### config.mk
export PLATFORM = sky130hd
export DESIGN_NAME = mem_stage_lsu
export DESIGN_NICKNAME = d
export VERILOG_FILES = /design/src/rtl/mem_stage_lsu.sv
export SDC_FILE = /design/constraint.sdc
export NUM_CORES = 1
export LEC_CHECK = 0
export CORE_ASPECT_RATIO = 1.25
export CORE_MARGIN = 8
export CORE_UTILIZATION = 44
export CTS_BUF_LIST = sky130_fd_sc_hd__clkbuf_16
export CTS_CLUSTER_SIZE = 8
export DETAILED_ROUTE_END_ITERATION = 10
export PLACE_DENSITY = 0.81
export SETUP_SLACK_MARGIN = 0.05
export SYNTH_ARGS = -nofsm -noshare
export SYNTH_HDL_FRONTEND = slang
export SYNTH_SLANG_ARGS = --single-unit
### constraint.sdc
create_clock -name clk -period 2.3 [get_ports clk]
set_input_delay 0.23 -clock clk [delete_from_list [all_inputs] [get_ports clk]]
set_output_delay 0.23 -clock clk [all_outputs]
set_load 0.01 [all_outputs]
### src/rtl/mem_stage_lsu.sv
`timescale 1ns/1ps
// MEM-stage load/store unit: launches one aligned memory request per load/store,
// holds the pipeline until ack or timeout, and returns the size/sign-extended load data.
module mem_stage_lsu #(
    parameter int unsigned TIMEOUT_CYCLES = 255
) (
    input  logic        clk,
    input  logic        reset,
    input  logic        riscv_start,
    input  logic        riscv_done,
    input  logic        ex_mem_mem_read,
    input  logic        ex_mem_mem_write,
    input  logic [2:0]  ex_mem_funct3,
    input  logic [31:0] ex_mem_alu_result,
    input  logic [31:0] ex_mem_write_data,
    output logic [31:0] mem_read_data,
    output logic        dcache_stall,
    output logic        misaligned,
    output logic        mem_err,
    output logic        mem_req,
    output logic        mem_we,
    output logic [31:0] mem_addr,
    output logic [31:0] mem_wdata,
    output logic [3:0]  mem_wstrb,
    input  logic        mem_ack,
    input  logic [31:0] mem_rdata
);

    localparam logic [1:0] S_IDLE = 2'd0;
    localparam logic [1:0] S_REQ  = 2'd1;
    localparam logic [1:0] S_DONE = 2'd2;

    localparam int unsigned CW = (TIMEOUT_CYCLES < 2) ? 1 : $clog2(TIMEOUT_CYCLES + 1);
    localparam logic [CW-1:0] CNT_MAX  = '1;
    localparam logic [CW-1:0] CNT_LAST = CW'((TIMEOUT_CYCLES > 0) ? TIMEOUT_CYCLES - 1 : 0);

    logic [1:0]    state_q, state_d;
    logic [CW-1:0] cnt_q, cnt_d;
    logic          req_q, req_d;
    logic          we_q, we_d;
    logic          err_q, err_d;
    logic [31:0]   addr_q, addr_d;
    logic [31:0]   wdata_q, wdata_d;
    logic [3:0]    wstrb_q, wstrb_d;
    logic [31:0]   rdata_q, rdata_d;
    logic [2:0]    f3_q, f3_d;
    logic [1:0]    off_q, off_d;

    logic        access, is_half, is_word, valid;
    logic [3:0]  st_strb;
    logic [31:0] st_data;
    logic [7:0]  ld_byte;
    logic [15:0] ld_half;
    logic [31:0] ld_ext;

    assign access     = ex_mem_mem_read | ex_mem_mem_write;
    assign is_half    = (ex_mem_funct3[1:0] == 2'b01);
    assign is_word    = (ex_mem_funct3[1:0] == 2'b10);
    assign misaligned = access & ((is_half & ex_mem_alu_result[0]) |
                                  (is_word & (ex_mem_alu_result[1:0] != 2'b00)));
    assign valid      = access & riscv_start & ~riscv_done & ~misaligned;

    assign dcache_stall = ((state_q == S_IDLE) & valid) | (state_q == S_REQ);

    always_comb begin
        case (ex_mem_funct3[1:0])
            2'b00: begin
                st_strb = 4'b0001 << ex_mem_alu_result[1:0];
                st_data = {4{ex_mem_write_data[7:0]}};
            end
            2'b01: begin
                st_strb = 4'b0011 << ex_mem_alu_result[1:0];
                st_data = {2{ex_mem_write_data[15:0]}};
            end
            default: begin
                st_strb = 4'b1111;
                st_data = ex_mem_write_data;
            end
        endcase
    end

    // Size/offset are captured at launch so extension does not depend on the EX/MEM latch.
    always_comb begin
        case (off_q)
            2'd0:    ld_byte = mem_rdata[7:0];
            2'd1:    ld_byte = mem_rdata[15:8];
            2'd2:    ld_byte = mem_rdata[23:16];
            default: ld_byte = mem_rdata[31:24];
        endcase
        ld_half = off_q[1] ? mem_rdata[31:16] : mem_rdata[15:0];
        case (f3_q)
            3'b000:  ld_ext = {{24{ld_byte[7]}}, ld_byte};
            3'b001:  ld_ext = {{16{ld_half[15]}}, ld_half};
            3'b100:  ld_ext = {24'd0, ld_byte};
            3'b101:  ld_ext = {16'd0, ld_half};
            default: ld_ext = mem_rdata;
        endcase
    end

    always_comb begin
        state_d = state_q;
        cnt_d   = cnt_q;
        req_d   = req_q;
        we_d    = we_q;
        err_d   = 1'b0;
        addr_d  = addr_q;
        wdata_d = wdata_q;
        wstrb_d = wstrb_q;
        rdata_d = rdata_q;
        f3_d    = f3_q;
        off_d   = off_q;
        case (state_q)
            S_IDLE: begin
                if (valid) begin
                    state_d = S_REQ;
                    cnt_d   = '0;
                    req_d   = 1'b1;
                    we_d    = ~ex_mem_mem_read & ex_mem_mem_write;
                    addr_d  = {ex_mem_alu_result[31:2], 2'b00};
                    wdata_d = ex_mem_mem_read ? '0 : st_data;
                    wstrb_d = ex_mem_mem_read ? '0 : st_strb;
                    f3_d    = ex_mem_funct3;
                    off_d   = ex_mem_alu_result[1:0];
                end else if (ex_mem_mem_read & misaligned & riscv_start & ~riscv_done) begin
                    rdata_d = '0;
                end
            end
            S_REQ: begin
                if (mem_ack) begin
                    state_d = S_DONE;
                    req_d   = 1'b0;
                    if (!we_q) begin
                        rdata_d = ld_ext;
                    end
                end else if (cnt_q >= CNT_LAST) begin
                    state_d = S_DONE;
                    req_d   = 1'b0;
                    err_d   = 1'b1;
                    rdata_d = '0;
                end else if (cnt_q != CNT_MAX) begin
                    cnt_d = cnt_q + 1'b1;
                end
            end
            S_DONE:  state_d = S_IDLE;
            default: state_d = S_IDLE;
        endcase
    end

    always_ff @(posedge clk) begin
        if (reset) begin
            state_q <= S_IDLE;
            cnt_q   <= '0;
            req_q   <= 1'b0;
            we_q    <= 1'b0;
            err_q   <= 1'b0;
            addr_q  <= '0;
            wdata_q <= '0;
            wstrb_q <= '0;
            rdata_q <= '0;
            f3_q    <= '0;
            off_q   <= '0;
        end else begin
            state_q <= state_d;
            cnt_q   <= cnt_d;
            req_q   <= req_d;
            we_q    <= we_d;
            err_q   <= err_d;
            addr_q  <= addr_d;
            wdata_q <= wdata_d;
            wstrb_q <= wstrb_d;
            rdata_q <= rdata_d;
            f3_q    <= f3_d;
            off_q   <= off_d;
        end
    end

    assign mem_read_data = rdata_q;
    assign mem_err       = err_q;
    assign mem_req       = req_q;
    assign mem_we        = we_q;
    assign mem_addr      = addr_q;
    assign mem_wdata     = wdata_q;
    assign mem_wstrb     = wstrb_q;

endmodule

==> results of run 1 <==
## worst max-delay path: stages
cell                              delay, ns
sky130_fd_sc_hd__clkdlybuf4s50_1       0.56
sky130_fd_sc_hd__nand2_1               0.13
sky130_fd_sc_hd__a2bb2oi_4             0.19
sky130_fd_sc_hd__nor2_1                0.20
sky130_fd_sc_hd__clkdlybuf4s50_1       0.59
## repair_timing
item / 4_1_cts / 5_1_grt
endpoints found under the setup margin: 1 / 0
hold buffers: 0 / 0
gates resized for setup: 1 / 0
## metal layers
metal,vias to the layer above,GRT usage (%)
li1,2474,-
met1,2381,23.1
met2,249,36.2
met3,32,8.70
met4,0,8.88
met5,-,0
## sequential cells by signal, indices dropped and copies added (netlist names)
| register | cells |
|---|---|
| mem_addr | 30 |
| mem_we | 1 |
| mem_err | 1 |
| mem_read_data | 32 |
| state_q | 2 |
| mem_req | 1 |
| mem_wdata | 32 |
| f3_q | 3 |
| off_q | 2 |
| cnt_q | 8 |
| mem_wstrb | 4 |
## through the flow
step / util, % / hold slack (ns)
3_3_place_gp: 63.2 / 0.441
4_1_cts: 68.4 / 0.176
2_1_floorplan: - / 0.309
3_5_place_dp: 63.2 / 0.446
6_report: 68.4 / 0.187
5_1_grt: 68.4 / 0.212
## cells in the mapped netlist (all sizes together), types with 3 or more instances
cell type	number
a22o	17
dfxtp	116
o2bb2ai	19
a21oi	71
nand4	3
nand2b	21
nor2b	25
nand3	12
xor2	6
nor3	3
nand2	101
o22a	8
mux2i	35
buf	22
and3	4
clkbuf	24
o221ai	8
mux2	24
o21ai	19
nor2	22
## logic make-up after synthesis
family,after synthesis,synth area share [%]
DFF,116,43.2
AOI/OAI and AO/OA,152,19.5
and+or+nand+nor,201,18.2
other,1,0.0698
buffers and inverters,48,4.87
xor gates and xnor gates,6,1.12
adders and majority gates,2,0.466
muxes,59,12.5
## power by group
part           internal [mW]  switching, mW
Clock                   1.82          0.978
Sequential              2.06         0.0325
Combinational          0.376          0.332
Total                   4.25           1.34
## final cells by class
cell class / count / area, µm² / area share, %
sequential: 116 / 2320 / 28.2
multi-input combinational: 422 / 2790 / 33.9
clock buffer: 17 / 425 / 5.16
inverter: 2 / 7.51 / 0.0911
tap: 164 / 205 / 2.49
clock inverter: 15 / 206 / 2.51
timing repair buffer: 234 / 2280 / 27.7
## worst max path at each step
stage,startpoint,end,slack (ns),cells after the start
after floorplan,cnt_q[0]$_SDFFE_PP0P_,mem_read_data[18]$_SDFFE_PP0P_,0.46,8
after global routing,ex_mem_funct3[1],misaligned,0.09,5
after CTS,ex_mem_funct3[1],misaligned,0.17,5
after global placement,ex_mem_funct3[1],mem_wdata[24]$_SDFFE_PP0P_,-0.01,6
after detailed placement,ex_mem_funct3[1],mem_wdata[29]$_SDFFE_PP0P_,-0.08,6
final,ex_mem_funct3[1],misaligned,0.16,5
==> results by stage, run 1 <==
Clock tree:
- The CTS buffer count is 17.
- The worst-case clock buffer depth is 2.
- The clock slew at the register clock pins of the worst setup and hold paths is 0.05 ns.
- Clock tree synthesis found a total of 116 sinks.
- For the worst-skew pair, the clock arrives at the later sink with an insertion delay of 0.40 ns.
- The clock tree synthesis step divided the H-tree into 4 levels.
- The CTS tree is built.
- The root buffer cell chosen for the clock tree is sky130_fd_sc_hd__clkbuf_16.
- The number of buffers inserted to repair setup after CTS is 0.

Min path:
- The worst hold path belongs to the class in2reg.
- Along the worst hold path, the cell count comes to 3.
- For hold timing, the worst endpoint is state_q[1]$_SDFFE_PP0P_.
- The startpoint identified for the worst hold timing path is reset.

Synth:
- sky130_fd_sc_hd__dfxtp_1 takes more of the synthesized area than any other cell.
- The number of storage elements in the synthesis netlist is 116.
- The synthesized area is 0.00537 mm².
- The area fraction of the dominant cell type after synthesis is 43.2%.
- During synthesis, Yosys emitted a total of 0 warnings.
- By area the synthesized netlist is led by sky130_fd_sc_hd__dfxtp_1, sky130_fd_sc_hd__nand2_1, sky130_fd_sc_hd__a21oi_1.
- Yosys mapped a number of flops with a built-in enable equal to 0.
- Counting distinct cell types in the post-synthesis netlist gives 50.
- Among all flip-flop cells after synthesis, the most frequent one is sky130_fd_sc_hd__dfxtp_1.
- The number of cells produced by synthesis is 585.
- The proportion of synthesized chip area in sequential cells is 43.2%.
- A synthesized cell averages 9.18 µm².
- Counting flops with an async set or reset pin after synthesis yields a share of 0%.

Final layout:
- The final antenna diode count is 0.
- The number of nets in the layout is 901.
- The library cells used most frequently in the layout, excluding fill and tap cells, are sky130_fd_sc_hd__clkdlybuf4s50_1, sky130_fd_sc_hd__dfxtp_1, sky130_fd_sc_hd__nand2_1.
- The post-route standard cell area excluding fillers is 0.00824 mm².
- The share of post-route cells with drive strength above 1 is 12.2%.
- The fill cell instance count of the final layout is 948.
- The area growth from synthesis to layout is 53.4%.
- The post-layout instance count excluding filler cells is 970.
- Leaving out fill and tap cells, the most frequent cell in the layout is sky130_fd_sc_hd__clkdlybuf4s50_1.

Global routing:
- The global-route wire length before repair is 27,400 µm.
- Entering global routing, the biggest net connects 44 pins.
- The via count of the first global-routing pass was 5,245.
- The initial antenna violation count is 0.
- Global routing finished with a remaining overflow of 0.
- The total global-route track usage is 21.4%.

Timing:
- The maximum frequency from static timing analysis is 0.468 GHz.
- The worst path in the final design needs a cycle of 2.14 ns, including I/O delays and setup.
- The setup-violating endpoint count in the final report is 0.
- Adding up every negative setup slack in the final design gives 0 ns.
- The worst path uses 93.0% of the clock period.
- Across all setup checks in the final design, the least slack found is 0.162 ns.
- The number of hold violations in the final report is 0.
- Setup repair after global routing left no endpoint under its margin.
- The number of pins with negative max-slew slack in the final report is 0.
- The clock arrives with 0.00782 ns of skew.
- The transition at the pin with the smallest max-transition slack is 0.933 ns.
- Headroom to the max-slew limit came out at 37.7%.

Power:
- The power after layout is 5.59 mW.
- In this run the power density over the cells is 679 mW/mm².
- For this design the static power due to leakage is 3.00 nW.
- IR analysis of the VDD net gives a maximum drop of 0.454 mV.

Critical path:
- STA classifies the critical path endpoint as an output port.
- STA classifies the critical path startpoint as an input pin.
- The length in cells of the worst reg-to-reg path is 8.
- The worst setup path is of the in2out kind.
- At the worst endpoint, the required time is 2.07 ns.
- The beginning of the worst register-to-register path is cnt_q[0]$_SDFFE_PP0P_.
- The internal reg-to-reg setup slack is 0.30 ns.
- The endpoint identified for the worst register-to-register timing path is mem_read_data[15]$_SDFFE_PP0P_.
- The data arrival time at the worst-slack endpoint is 1.91 ns.
- Of all nets on the critical path, the largest fanout is 5.

Floorplanning:
- The total die area is 0.0160 mm².
- The placeable core region is 0.0120 mm².
- Pin placement for this block handled 211 I/O pins.
- The die span in y is 140 µm.
- The number of rows in the core area is 45.
- The starting utilization of the core area is 44.6%.
- From left edge to right edge, the die measures 115 µm.

Detailed routing:
- For this block, the routed nets add up to 17,600 µm of wire.
- The routed layout has 5,136 vias.
- After detailed routing, the average wire length per cell comes to 18.2 µm.
- For this run, the detailed router's first-pass iteration total came to 5.
- After detailed routing, the met2 layer carries 8480 µm of wire.
- The number of remaining DRC errors is 0.
- In the routed layout, each cell is associated on average with a via count of 5.29.
- The routed design uses 1830 µm of met3 wire.
- The number of nets with antenna violations after detailed routing is 0.
- The first routing iteration left 271 violations.
- The routed length on met1 is 6850 µm.
- Routed signal wires occupy layers up through met4.

Job:
- The total of max-cap violations is 0.

Place:
- The number of port buffers is 208.
- The standard cell area after detailed placement is 0.00761 mm².
- The final weighted congestion of routability-driven global placement is 0.938.
- Including well taps, the total number of placed cells is 938.
- The setup slack at placement is -0.0808 ns.
- The estimated wirelength of the detail-placed design is 13,200 µm.

Outcome:
- The run finished with clean final reports.
Power figures use the tool's default switching activity.
==> run 2: changes to the inputs <==
- CAP_MARGIN: default -> 25
- CORE_UTILIZATION: 44 -> 50
- DONT_BUFFER_PORTS: default -> 1
- PLACE_DENSITY: 0.81 -> default
==> run 2 against run 1 <==
Compared with the run above:
- clock power fell by 7%
- die area fell by 11%
- register-to-register slack improved by 0.03 ns
- critical path type is now reg2reg
- via count fell by 16%
- critical path depth rose by 1
- non-clock buffer count fell by 181
- largest power group unchanged
- cell count fell by 22%
- flip-flop and latch count did not move
- worst setup slack improved by 0.17 ns
- worst hold slack got worse by 0.16 ns
- sequential power barely moved
- wire length fell by 14%
==> results by stage, run 2 (synthesized netlist as in run 1, its figures left out) <==
Final layout:
- The commonest non-fill, non-tap cell in the layout is sky130_fd_sc_hd__dfxtp_1.
- The final antenna diode count is 0.
- The top cell types in the final layout, fill and taps aside, are sky130_fd_sc_hd__dfxtp_1, sky130_fd_sc_hd__nand2_1, sky130_fd_sc_hd__a21oi_1.
- In the final layout, the share of cells above drive strength 1 is 12.3%.
- The area growth from synthesis to layout is 19.3%.
- The post-route standard cell area excluding fillers is 0.00641 mm².
- The number of nets in the layout is 720.
- The finished layout holds 756 standard cells, fillers aside.

Detailed routing:
- Summing over every cut layer, the via total after detailed routing is 4,331.
- The number of nets with antenna violations after detailed routing is 0.
- For this run, the detailed router's first-pass iteration total came to 4.
- The final layout contains routed wiring with a total length of 15,200 µm.
- For this run, design rule violations remaining after detail routing come to 0.
- The average vias per placed instance is 5.73.
- The initial detailed-routing violation count is 145.
- The average wire per cell in the routed design is 20.1 µm.

Timing:
- Dividing the final minimum period by the clock period gives 85.6%.
- The minimum clock period is 1.97 ns.
- Setup violations remaining at the end of the flow were counted as 0.
- The worst slew margin relative to its limit is 37.4%.
- Setup repair after global routing left no endpoint under its margin.
- Adding up every negative setup slack in the final design gives 0 ns.
- The transition at the pin with the smallest max-transition slack is 0.937 ns.
- The maximum frequency from static timing analysis is 0.508 GHz.
- The number of pins with negative max-slew slack in the final report is 0.
- The number of hold violations in the final report was 0.
- The worst clock skew is 0.00518 ns.

Clock tree:
- The level count of the clock H-tree is 4.
- The number of instances resized during post-cts repair is 0.
- TritonCTS built the clock tree.
- The tree is rooted in a sky130_fd_sc_hd__clkbuf_16.
- Buffers inserted during clock tree synthesis total 17.
- The number of buffers inserted to repair setup after CTS is 0.
- Buffers inserted to repair hold after CTS numbered 45.
- The later pin in the worst-skew pair is clocked with a latency of 0.40 ns.
- The worst-case clock buffer depth is 2.
- The clock slew at the register clock pins of the worst setup and hold paths is 0.05 ns.
- The total number of clock tree sinks is 116.

Floorplanning:
- The total die area is 0.0143 mm².
- The initialized floorplan defines 42 standard-cell rows.
- The initial utilization of the core area, before any placement, comes to 51.1%.
- The width of the chip is 109 µm.
- The placeable core region is 0.0105 mm².
- The number of ports placed on the die boundary is 211.
- The die span in y is 132 µm.

Place:
- The number of port buffers is 0.
- The number of cells in the design after placement is 680.
- The final weighted congestion of routability-driven global placement is 0.835.
- The standard cell area after detailed placement is 0.00536 mm².
- The wire-length estimate of the detail-placed layout is 10,600 µm.

Global routing:
- The global-route wire length before repair is 24,200 µm.
- The largest net degree at the start of global routing is 41.
- Summed over all layers, the global routing overflow is 0.
- The via count of the first global-routing pass is 4,624.
- The total global-route track usage is 21.3%.
- The initial antenna violation count came to 0.

Power:
- The static leakage is 2.33 nW.
- The design draws 5.12 mW.
- The power density relative to cell area is 800 mW/mm².
- The maximum vdd ir drop is 0.471 mV.

Critical path:
- Data on the critical path is required at its endpoint by 2.59 ns.
- The category of the worst setup path launch point is a flip-flop.
- The worst stage delay on the critical path is 0.40 ns.
- The signal on the critical path passes through and4_1 -> o2111ai_1 -> nand2_1 -> and3_2 -> buf_12 -> mux2_2.
- The setup path with the least slack is of type reg2reg.
- The largest individual stage delay along the critical path comes from the cell sky130_fd_sc_hd__dfxtp_1.
- Along the worst path, the maximum fanout reaches 32.
- The kind of capture point of the worst setup path is a flip-flop.
- The number of buffers and inverters on the critical path is 1.
- Grouping stages by cell kind, the critical path spends the most delay in simple AND/OR/NAND/NOR gates.
- The data arrival time at the worst-slack endpoint is 2.26 ns.

Outcome:
- The run finished with clean final reports.

Min path:
- The path category of the worst min-delay check is in2reg.

Job:
- The total of max-cap violations is 0.
-- run 2: report_power, final --
group | internal (mW) | switching (mW) | total, mW
Sequential | 2.06 | 0.0596 | 2.12
Combinational | 0.190 | 0.212 | 0.402
Clock | 1.69 | 0.917 | 2.61
-- run 2: worst reg2reg max path, cell delays in order (launching register included) --
cell,delay [ns]
sky130_fd_sc_hd__dfxtp_1,0.40
sky130_fd_sc_hd__and4_1,0.32
sky130_fd_sc_hd__o2111ai_1,0.19
sky130_fd_sc_hd__nand2_1,0.15
sky130_fd_sc_hd__and3_2,0.21
sky130_fd_sc_hd__buf_12,0.23
sky130_fd_sc_hd__mux2_2,0.37
-- run 2: stage by stage --
stage          setup WS [ns]  hold slack, ns  utilization [%]
2_1_floorplan          0.462           0.309                -
3_5_place_dp           0.358           0.317             51.0
5_1_grt                0.166          0.0168             61.0
4_1_cts                0.332         0.00526             61.0
3_3_place_gp           0.416           0.314             51.0
6_report               0.330          0.0257             61.0
-- run 2: final cells by class --
type	instances	area, µm²
fillers	926	4100
multi-input cells	422	2790
clock inverters	14	163
clock buffers	17	425
well taps	132	165
inverters	2	7.51
flip-flops and latches	116	2320
repair buffers	53	533
-- run 2: path summary, 6_finish.rpt --
| kind | slack [ns] | end | cells after the start | start |
|---|---|---|---|---|
| setup / recovery | 0.33 | mem_read_data[17]$_SDFFE_PP0P_ | 6 | cnt_q[2]$_SDFFE_PP0P_ |
| hold / removal | 0.03 | mem_wdata[8]$_SDFFE_PP0P_ | 2 | ex_mem_write_data[8] |
| setup reg to reg | 0.33 | mem_read_data[17]$_SDFFE_PP0P_ | 6 | cnt_q[2]$_SDFFE_PP0P_ |
| hold reg to reg | 0.51 | mem_addr[4]$_SDFFE_PP0P_ | 2 | mem_addr[4]$_SDFFE_PP0P_ |
-- run 2: routing by layer --
layer | part of all wire (%) | global-route usage, % | vias up
met5 | 0 | 0 | -
met4 | 2.3 | 7.48 | 0
met3 | 12 | 11.5 | 34
met2 | 51 | 36.5 | 193
met1 | 35 | 21.0 | 1999
li1 | - | - | 2105
==> run 3: changes to the inputs <==
- GPL_ROUTABILITY_DRIVEN: default -> 0
==> results of run 3 <==
Same layout as run 2: the final DEF is identical, and so are final timing and power.
